File: config.mk
export PLATFORM = sky130hd
export DESIGN_NAME = mem_access_ctrl
export DESIGN_NICKNAME = d
export VERILOG_FILES = /design/src/rtl/mem_access_ctrl_pkg.sv /design/src/rtl/mem_access_ctrl_addr_counter.sv /design/src/rtl/mem_access_ctrl.sv
export SDC_FILE = /design/constraint.sdc
export NUM_CORES = 1
export LEC_CHECK = 0
export ABC_AREA = 1
export CAP_MARGIN = 20
export CORE_ASPECT_RATIO = 0.7
export CORE_MARGIN = 5
export CORE_UTILIZATION = 30
export CTS_CLUSTER_DIAMETER = 30
export CTS_CLUSTER_SIZE = 30
export DETAILED_ROUTE_END_ITERATION = 10
export GPL_TIMING_DRIVEN = 0
export PLACE_DENSITY = 0.79
export RECOVER_POWER = 100
export SYNTH_ARGS = -nofsm -noshare
export SYNTH_HDL_FRONTEND = slang
export SYNTH_HIERARCHICAL = 1
export SYNTH_SLANG_ARGS = --single-unit
File: constraint.sdc
create_clock -name clk -period 1.8 [get_ports clk]
set_clock_uncertainty 0.05 [all_clocks]
set_input_delay 0.36 -clock clk [delete_from_list [all_inputs] [get_ports clk]]
set_output_delay 0.36 -clock clk [all_outputs]
set_load 0.005 [all_outputs]
File: src/rtl/mem_access_ctrl_pkg.sv
// Shared definitions for the RAM access controller slice.
//   state_t     : controller states (IDLE / WR / RD / DRAIN), fixed 2-bit encoding
//   DEF_*       : default geometry matching the single-port synchronous RAM
package mem_access_ctrl_pkg;

    typedef enum logic [1:0] {
        ST_IDLE  = 2'd0,
        ST_WR    = 2'd1,
        ST_RD    = 2'd2,
        ST_DRAIN = 2'd3
    } state_t;

    localparam int unsigned DEF_BITS    = 32;
    localparam int unsigned DEF_ADDR    = 9;
    localparam int unsigned DEF_RAMSIZE = 512;
    localparam int unsigned DEF_LENW    = 4;

endpackage

File: src/rtl/mem_access_ctrl_addr_counter.sv
// Burst address generator and remaining-word counter.
//   clk        in   clock, posedge
//   clr        in   synchronous active-high reset (addr=0, cnt=0)
//   load       in   capture load_addr / load_len (start of burst)
//   adv        in   one word done: advance addr (wrap at RAMSIZE-1), decrement cnt
//   load_addr  in   burst start address
//   load_len   in   burst length minus one
//   addr       out  current word address
//   cnt        out  words remaining after the current one
//   last       out  current word is the final one of the burst (cnt==0)
module mem_access_ctrl_addr_counter
    import mem_access_ctrl_pkg::*;
#(
    parameter int unsigned ADDR    = DEF_ADDR,
    parameter int unsigned RAMSIZE = DEF_RAMSIZE,
    parameter int unsigned LENW    = DEF_LENW
) (
    input  logic            clk,
    input  logic            clr,
    input  logic            load,
    input  logic            adv,
    input  logic [ADDR-1:0] load_addr,
    input  logic [LENW-1:0] load_len,
    output logic [ADDR-1:0] addr,
    output logic [LENW-1:0] cnt,
    output logic            last
);

    always_ff @(posedge clk) begin
        if (clr) begin
            addr <= '0;
            cnt  <= '0;
        end else if (load) begin
            addr <= load_addr;
            cnt  <= load_len;
        end else if (adv) begin
            // RAMSIZE need not be a power of two, so wrap explicitly.
            addr <= (addr == ADDR'(RAMSIZE - 1)) ? '0 : addr + ADDR'(1);
            cnt  <= cnt - LENW'(1);
        end
    end

    assign last = (cnt == '0);

endmodule

File: src/rtl/mem_access_ctrl.sv
// Bus-side initiator for the single-port synchronous RAM. Converts single or
// burst requests (req_len+1 words at consecutive, wrapping addresses) into RAM
// read/write strobes. Reads issue one word per cycle; writes are paced by
// wr_valid. done pulses once per completed burst.
//   clk, clr                       clock / synchronous active-high reset
//   req_valid/req_ready            request handshake (ready only in IDLE)
//   req_write, req_addr, req_len   burst type, start address, words minus one
//   wr_data/wr_valid/wr_ready      write data stream
//   rd_data/rd_valid               read data stream, no backpressure
//   done                           one-cycle burst-complete pulse
//   ram_read, ram_write            RAM strobes (never both high)
//   ram_address, ram_dataIn        RAM address / write data
//   ram_dataOut                    RAM read data, valid the cycle after ram_read
module mem_access_ctrl
    import mem_access_ctrl_pkg::*;
#(
    parameter int unsigned BITS    = DEF_BITS,
    parameter int unsigned ADDR    = DEF_ADDR,
    parameter int unsigned RAMSIZE = DEF_RAMSIZE,
    parameter int unsigned LENW    = DEF_LENW
) (
    input  logic            clk,
    input  logic            clr,
    input  logic            req_valid,
    output logic            req_ready,
    input  logic            req_write,
    input  logic [ADDR-1:0] req_addr,
    input  logic [LENW-1:0] req_len,
    input  logic [BITS-1:0] wr_data,
    input  logic            wr_valid,
    output logic            wr_ready,
    output logic [BITS-1:0] rd_data,
    output logic            rd_valid,
    output logic            done,
    output logic            ram_read,
    output logic            ram_write,
    output logic [ADDR-1:0] ram_address,
    output logic [BITS-1:0] ram_dataIn,
    input  logic [BITS-1:0] ram_dataOut
);

    state_t          state, state_next;
    logic [ADDR-1:0] addr;
    logic [LENW-1:0] cnt;
    logic            last;
    logic            load;
    logic            adv;

    assign load = (state == ST_IDLE) && req_valid;
    assign adv  = (state == ST_RD) || ((state == ST_WR) && wr_valid);

    mem_access_ctrl_addr_counter #(
        .ADDR    (ADDR),
        .RAMSIZE (RAMSIZE),
        .LENW    (LENW)
    ) u_cnt (
        .clk       (clk),
        .clr       (clr),
        .load      (load),
        .adv       (adv),
        .load_addr (req_addr),
        .load_len  (req_len),
        .addr      (addr),
        .cnt       (cnt),
        .last      (last)
    );

    // State register; rd_valid marks "a read was issued last cycle", so a
    // reset drops any read still in flight.
    always_ff @(posedge clk) begin
        if (clr) begin
            state    <= ST_IDLE;
            rd_valid <= 1'b0;
        end else begin
            state    <= state_next;
            rd_valid <= (state == ST_RD);
        end
    end

    always_comb begin
        state_next = state;
        case (state)
            ST_IDLE:  if (req_valid) state_next = req_write ? ST_WR : ST_RD;
            ST_WR:    if (wr_valid && last) state_next = ST_DRAIN;
            ST_RD:    if (last) state_next = ST_DRAIN;
            ST_DRAIN: state_next = ST_IDLE;
            default:  state_next = ST_IDLE;
        endcase
    end

    always_comb begin
        req_ready   = 1'b0;
        wr_ready    = 1'b0;
        ram_read    = 1'b0;
        ram_write   = 1'b0;
        ram_address = '0;
        ram_dataIn  = '0;
        done        = 1'b0;
        rd_data     = ram_dataOut;
        case (state)
            ST_IDLE:  req_ready = 1'b1;
            ST_WR: begin
                wr_ready    = 1'b1;
                ram_write   = wr_valid;
                ram_address = addr;
                ram_dataIn  = wr_data;
            end
            ST_RD: begin
                ram_read    = 1'b1;
                ram_address = addr;
            end
            ST_DRAIN: done = 1'b1;
            default: ;
        endcase
    end

endmodule

# After elaboration in Yosys (flattened, before gate mapping)
# Cells that the tools add are included.
[totals]
reg_bits = 16
latch_bits = 0
mem_bits_rw = 0
rom_bits = 0
out_inout_bits = 79
memories = 0
[classes]
addsub = 2
mul = 0
n_div = 0
magnitude_cmp = 0
n_eq_ne = 7
n_shift = 0
n_mux = 17
bitwise_logic = 0
reduce_logical = 9
[op_table]
columns = ["operator", "n"]
rows = [
  ["9-bit two-way mux", 4],
  ["32-bit two-way mux", 1],
  ["9-bit by 1-bit adder with 9-bit output, second input constant", 1],
  ["9-bit == test, second input constant", 1],
  ["2-bit two-way mux", 4],
  ["4-bit two-way mux", 2],
  ["2-bit case mux with 4 select lines", 1],
  ["1-bit two-way mux", 5],
  ["2-bit == test, second input constant", 2],
  ["4-bit logical NOT", 1],
  ["2-bit inequality test, second input constant", 2],
  ["4-bit by 1-bit subtractor with 4-bit output, second input constant", 1],
  ["1-bit logical AND", 3],
  ["3-bit AND reduction", 1],
  ["2-bit by 1-bit == test with 1-bit output, second input constant", 1],
  ["2-bit logical NOT", 1],
  ["2-bit by 1-bit inequality test with 1-bit output, second input constant", 1],
  ["2-bit nonzero test", 1],
  ["2-bit OR reduction", 1],
  ["1-bit logical OR", 1],
]

# Longest topological paths before layout
# Gate-level depths: netlist (run 1).
[depth]
ltp_word = 5
ltp_mapped = 12

# By module
# Netlist (run 1), hierarchy kept.
[modules_own_cells]
columns = ["module", "instances", "cells_per_inst", "area_per_inst_um2", "seq_area_each_um2"]
rows = [
  ["mem_access_ctrl", 1, 157, 847.1, 60.1],
  ["mem_access_ctrl_addr_counter", 1, 116, 770.7, 260.2],
]

# Worst setup path after synthesis (run 1)
# Ideal clock, no wire load.
[synth_timing]
kind = "register -> register"
from = "register u_cnt.addr[0]"
to = "register u_cnt.addr[2]"
arrival_time_ps = 1430
t_required_ps = 1618
path_slack_ps = 188
stages_incl_launch_ff = 10
path_buffers = 0
path_cell_list = "dfxtp_1 -> ha_1 -> nand2_1 -> nor4_1 -> ha_1 -> nor2_1 -> nor2_2 -> nor2_1 -> o21ai_0 -> a21oi_1"
[synth_between]
elab_chain_cells = 4
elab_cells_between_ends = 5
cone_classes = "1 x add/sub; 1 x eq/ne; 3 x mux"
[synth_lines]
columns = ["item", "line", "source"]
rows = [
  ["from (decl)", "mem_access_ctrl_addr_counter.sv:24", "output logic [ADDR-1:0] addr,"],
  ["from (signal assigned)", "mem_access_ctrl_addr_counter.sv:34", "addr <= load_addr;"],
  ["from (signal assigned)", "mem_access_ctrl_addr_counter.sv:38", "addr <= (addr == ADDR'(RAMSIZE - 1)) ? '0 : addr + ADDR'(1);"],
  ["9-bit by 1-bit adder with 9-bit output or 9-bit == test (tied branches)", "mem_access_ctrl_addr_counter.sv:38", ""],
  ["9-bit two-way mux (*)", "mem_access_ctrl_addr_counter.sv:38", ""],
  ["9-bit two-way mux (*)", "mem_access_ctrl_addr_counter.sv:36", "end else if (adv) begin"],
  ["9-bit two-way mux (*)", "mem_access_ctrl_addr_counter.sv:33", "end else if (load) begin"],
]
# Every way passes the cells marked *; elsewhere a longest branch is shown, timed or not. The select of a mux whose other input is x is not followed.
# A chain may end at the register's enable or synchronous reset.

# Worst setup path in the final report (run 1)
[layout_timing]
from = "register state[0]"
to = "output port ram_address[0]"
[layout_between]
elab_chain_cells = 3
elab_cells_between_ends = 4
cone_classes = "2 x eq/ne; 1 x mux; 1 x reduce/logical"
[layout_lines]
columns = ["item", "line", "source"]
rows = [
  ["from (decl)", "mem_access_ctrl.sv:42", "state_t state, state_next;"],
  ["from (signal assigned)", "mem_access_ctrl.sv:75", "state <= state_next;"],
  ["2-bit == test or 2-bit by 1-bit == test with 1-bit output (tied branches)", "mem_access_ctrl.sv:100", "case (state)"],
  ["2-bit OR reduction (no source line) (*)", "-", ""],
  ["9-bit two-way mux (*)", "mem_access_ctrl.sv:100", ""],
  ["to (decl)", "mem_access_ctrl.sv:37", "output logic [ADDR-1:0] ram_address,"],
]
# Every way passes the cells marked *; elsewhere a longest branch is shown, timed or not.

==> metrics.yaml, run 1 <==
grt_pass1_wl_mm: 10.6
p_leak_nw: 1.85
drtIter0Drc: 127
layout_setup_ws_ns: -0.0664
ir_worst_vdd_v: 0.000745
status: "complete, but fails checks"
gp_congestion: 0.859
violations: "negative setup slack"
cap_violations: 0
synth_top_area_share_pct: 19.8
slowest_stage: "dfxtp_4"
cts_buffers: 3
overflow: 0
powerDensity_mw_per_mm2: 1200
rows: 22
synth_top_family_by_area: "buffers and inverters"
critPathBufInv: 6
clkTransAtPathRegs_ns: 0.06
synth_compound_area_share_pct: 8.97
synthMuxAreaShare_pct: 0
slew_headroom_pct: 68.0
cp_top_family: "buffers and inverters"
synthTopCellsByArea: "dfxtp_1, nand2_1, buf_4"
post-route-period-util_pct: 104
antenna_found_initial: 0
postSynthAreaPerCell_um2: 5.93
hold_buffers: 0
setup-violations-final: 2
timing_hold_violations_final: 0
clock.fmax_mhz: 536
grt_max_degree: 11
root_buffer: "clkbuf_8"
yosysTopAreaCell: "dfxtp_1"
num_antenna_cells: 0
initial_core_util_pct: 30.9
max_stage_delay_ns: 0.38
io_pins: 161
synth_cell_types: 25
synth_edf_count: 0
async_flop_share_pct: 0
critPathMaxFanout: 4
fin_util_pct: 63.2
htree_levels: 1
synth_simple_gate_area_share_pct: 30.8
finalNetCount: 513
synthCells: 273
layout_min_cycle_time_ns: 1.87
drt-total-wl_mm: 7.03
firstDrtPassIters: 4
drive_gt1_share_pct: 38.5
path_common_cell: "buf_6"
ant_nets: 0
fp.dieH_um: 71.4
port_buffers: 128
num_vias: 2156
end_kind: "output pin"
syn_to_final_growth_pct: 104
dpl_cell_area_mm2: 0.00299
yosys_warnings: 6
seq_area_frac_synth_pct: 19.8
die_area_mm2: 0.00698
die_w_um: 97.8
synthesis.area_mm2: 0.00162
start_kind: "register"
final_max_slew_viol_count: 0
grt_pass1_vias: 2017
routedWlPerCell_um: 14.3
final_area_mm2: 0.00331
viasPerCell: 4.37
crit_path_cell_trace: "buf_6, inv_4, ha_4, buf_6, buf_6, nand2_4, inv_2, buf_6"
clk_latency_ns: 0.26
post-dp-hpwl_mm: 5.44
clockBufferDepth: 2
worst_slew_pin_slew_ns: 0.481
p_total_mw: 3.96
worst-setup-path-type: "reg -> out"
crit_required_ns: 1.39
arrival_ns: 1.46
synthXorXnorAreaFrac_pct: 0
yosys_most_used_dff: "dfxtp_1"
syn-num-nets: 364
coreArea_mm2: 0.00523
yosys.area_share.adder_pct: 6.96
ys_seq_elements: 16
cts_tree: "yes"
hold_path.class: "reg -> reg"
drc: 0
rsz0062_at_grt: "yes"
whs_ns: 0.482
clock-sinks: 16
track_usage_pct: 18.6
==> power by group <==
part / switching [mW] / internal [mW]
clock network: 0.136 / 0.194
logic: 1.48 / 1.53
registers: 0.134 / 0.492
total: 1.75 / 2.21
==> state kept, by name, summed over array words and instances, names as in the netlist <==
name	flops
u_cnt/addr	9
u_cnt/cnt	4
rd_valid	1
state	2
==> final timing paths <==
check | from | to | slack [ns] | cells past startpoint
worst min register to register | u_cnt/cnt[0] | u_cnt/cnt[0] | 0.48 | 2
worst max-delay path | state[0] | ram_address[0] | -0.07 | 8
worst min-delay path | u_cnt/cnt[0] | u_cnt/cnt[0] | 0.48 | 2
worst max register to register | u_cnt/addr[0] | u_cnt/addr[2] | 0.01 | 9
==> routing by layer <==
metal	track usage, %	up-vias	wire length, um
met2	34.2	96	3670
met1	23.4	979	2910
met5	0	-	0
li1	-	1074	-
met4	2.15	0	40
met3	3.79	7	416
==> synth_stat cells (all sizes together) (2+ instances only) <==
cell type and n:
o21bai 2, nor2 23, inv 64, nor3 2, a21oi 8, nand3 10
a31oi 4, dfxtp 16, nand2 80, buf 39, a22oi 3, ha 9
o21ai 7
==> per-stage QoR <==
step           TNS (ns)  setup WS, ns  instances
6_report         -0.127       -0.0664        493
3_3_place_gp      -4.59        -0.142        473
5_1_grt           -1.37        -0.119        493
3_5_place_dp      -6.12        -0.171        473
2_1_floorplan         0         0.188        273
4_1_cts          -0.608       -0.0791        492
==> cell type report <==
cell class | instances | area (um2)
Sequential cell | 16 | 333
Fill cell | 458 | 1920
Clock buffer | 4 | 55.1
Timing Repair Buffer | 144 | 1340
Buffer | 40 | 320
Inverter | 64 | 245
Tap cell | 72 | 90.1
Multi-Input combinational cell | 153 | 922
==> worst min-delay path, cell delays in order (launching register included) <==
cell	delay, ns
dfxtp_1	0.32
nand2_1	0.07
a31oi_1	0.08
==> placed cells by master (no fill, tap or decap), drive strengths merged, types with 7 or more instances in the layout <==
| master | instances |
|---|---|
| clkdlybuf4s50 | 82 |
| buf | 82 |
| nand2 | 80 |
| inv | 64 |
| nor2 | 23 |
| dfxtp | 16 |
| clkbuf | 15 |
| nand3 | 10 |
| ha | 9 |
| a21oi | 8 |
| o21ai | 7 |
==> what timing repair did <==
action                                  in CTS  in global routing
pin swaps                                    1                 24
resized for setup                          159                100
endpoints found under the setup margin      48                 51
cloned                                       4                  0
setup buffers                               11                  1
==> logic make-up after synthesis <==
logic type,after synthesis
DFF,16
and+or+nand+nor,119
AOI/OAI and AO/OA,25
adders and majority gates,9
buffers and inverters,104
(Power assumes the default switching activity.)
==> run 2: changes to the inputs <==
Settings changed: GPL_TIMING_DRIVEN 0 to not set.
==> run 2 against run 1 <==
  * The flow still finishes with violations (negative setup slack)
  * Sequential power fell by 9.9%
  * First-iteration DRC count increased by 3.9%
  * Clock power down 2%
  * Highest routed layer unchanged
==> metrics.yaml, run 2 (same netlist as run 1, synthesis figures left out) <==
status: "complete, but fails checks"
violations: "negative setup slack"
max_stage_delay_ns: 0.34  # -0.04 ns
cts_tree: "yes"
tns_ns: -2.15  # -2.02 ns
slew_headroom_pct: 77.3  # +9.3 points
critPathMaxFanout: 7  # +3
final_area_mm2: 0.00312  # -5.6%
grt_pass1_wl_mm: 10.4  # -2.5%
final_common_cell: "clkdlybuf4s50_1"
coreArea_mm2: 0.00523  # unchanged
firstDrtPassIters: 5  # +1
die_w_um: 97.8  # unchanged
timing_hold_violations_final: 0  # unchanged
layout_setup_ws_ns: -0.158  # -0.0920 ns
critPathLaunch: "state[0]"
start_kind: "register"
io_pins: 161  # unchanged
register_area_um2: 323  # -3.0%
cts_buffers: 3  # unchanged
viasPerCell: 4.45  # +1.8%
pre_cts_slack_ns: -0.187  # -0.0162 ns
r2r-start: "state[0]"
fillers: 462  # +0.87%
clkTransAtPathRegs_ns: 0.06  # about the same
largest_reg_flops: 9  # unchanged
slowest_stage: "dfxtp_2"
grt_max_degree: 12  # +1
dpl_cell_area_mm2: 0.00256  # -14%
fp.dieH_um: 71.4  # unchanged
post-route-period-util_pct: 109  # +5.1 points
final_max_slew_viol_count: 0  # unchanged
gp_congestion: 0.920  # +7.1%
cp_top_family: "buffers and inverters"
crit_path_cell_trace: "buf_6, ha_4, buf_6, buf_16, buf_8, buf_6, nand2_4, inv_2, buf_2"
num_antenna_cells: 0  # unchanged
crit_required_ns: 1.39  # about the same
top_register: "u_cnt/addr"
rsz0062_at_grt: "yes"
worst-setup-path-type: "reg -> out"
grt_pass1_vias: 2073  # +2.8%
clock-sinks: 16  # unchanged
rows: 22  # unchanged
syn_to_final_growth_pct: 93.0
routedWlPerCell_um: 14.6  # +2.2%
drtIter0Drc: 132  # +3.9%
post-dp-hpwl_mm: 4.33  # -20%
ir_worst_vdd_v: 0.000709  # -4.8%
end_kind: "output pin"
arrival_ns: 1.55  # +0.09 ns
hold_path.class: "reg -> reg"
critPathBufInv: 7  # +1
finalNetCount: 471  # -8.2%
initial_core_util_pct: 30.9  # unchanged
clockBufferDepth: 2  # unchanged
p_leak_nw: 1.74  # -6.2%
drt-total-wl_mm: 6.58  # -6.5%
layout_min_cycle_time_ns: 1.96  # +0.0920 ns
antenna_found_initial: 0  # unchanged
reg.largest.list: "u_cnt/addr (9), u_cnt/cnt (4), state (2)"
clock.fmax_mhz: 511  # -4.7%
path_common_cell: "buf_6"
ant_nets: 0  # unchanged
clk_latency_ns: 0.25  # about the same
port_buffers: 96  # -25%
hold_buffers: 0  # unchanged
setup-violations-final: 29  # +27
cap_violations: 0  # unchanged
powerDensity_mw_per_mm2: 1490  # +25%
drc: 0  # unchanged
drive_gt1_share_pct: 42.7  # +4.3 points
root_buffer: "clkbuf_8"
overflow: 0  # unchanged
worst_slew_pin_slew_ns: 0.340  # -0.141 ns
track_usage_pct: 18.3  # -0.36 points
layout_common_cells: "clkdlybuf4s50_1, nand2_1, inv_1"
min_from: "u_cnt/cnt[0]"
multi_input_area_um2: 993  # +7.7%
die_area_mm2: 0.00698  # unchanged
num_vias: 2008  # -6.9%
htree_levels: 1  # unchanged
## run 2: cell count changes in the layout (fill, tap and decap cells not counted), moves of 4 or more
cell,before,now
clkdlybuf4s50_1,82,50
buf_4,37,22
clkdlybuf4s15_2,0,10
buf_6,30,22
buf_12,0,5
buf_2,14,19
clkbuf_2,10,5
nor2_1,20,15
nor2_4,1,5
## run 2: path summary, 6_finish.rpt
kind,end,slack (ns),cells past startpoint
hold reg to reg,u_cnt/cnt[0],0.46,2
setup / recovery,ram_dataIn[5],-0.16,9
hold / removal,u_cnt/cnt[0],0.46,2
setup reg to reg,u_cnt/addr[0],0.04,12
## run 2: area by class of cell
cell class | count | share of cell area, %
sequential | 16 | 10.3
inverter | 64 | 7.86
timing repair buffer | 142 | 45.3
clock buffer | 4 | 1.76
multi-input combinational | 153 | 31.8
tap | 72 | 2.89
## run 2: through the flow
stage | power [mW] | instances | hold slack (ns) | util, %
6_report | 4.66 | 451 | 0.464 | 59.7
5_1_grt | 5.00 | 451 | 0.503 | 59.7
4_1_cts | 4.31 | 451 | 0.465 | 57.1
3_5_place_dp | 2.95 | 425 | 0.462 | 48.9
3_3_place_gp | 2.89 | 425 | 0.425 | 48.9
2_1_floorplan | 1.82 | 273 | 0.382 | -
## run 2: layer usage
metal  wire [um]  GRT usage, %  part of all wire, %  vias to the layer above
li1            -             -                    -                      989
met1        2790          21.8                   42                      921
met2        3250          32.5                   49                       90
met3         465          6.03                  7.1                        8
met4          68          3.53                  1.0                        0
met5           0             0                    0                        -
## run 2: where the power goes
part / switching (mW) / total, mW / internal, mW
logic: 1.71 / 3.77 / 2.06
registers: 0.0851 / 0.564 / 0.479
clock network: 0.128 / 0.322 / 0.194
## run 2: what timing repair did
item | CTS | global route
resized for setup | 218 | 54
gates cloned | 4 | 0
endpoints found under the setup margin | 56 | 57
buffers inserted | 19 | 1
pin swaps | 24 | 9
## run 2: tightest hold or removal path, delay by kind of cell (launching register included)
family | cells | cell delay [ns]
flops | 1 | 0.33
compound gates | 1 | 0.07
simple gates | 1 | 0.06
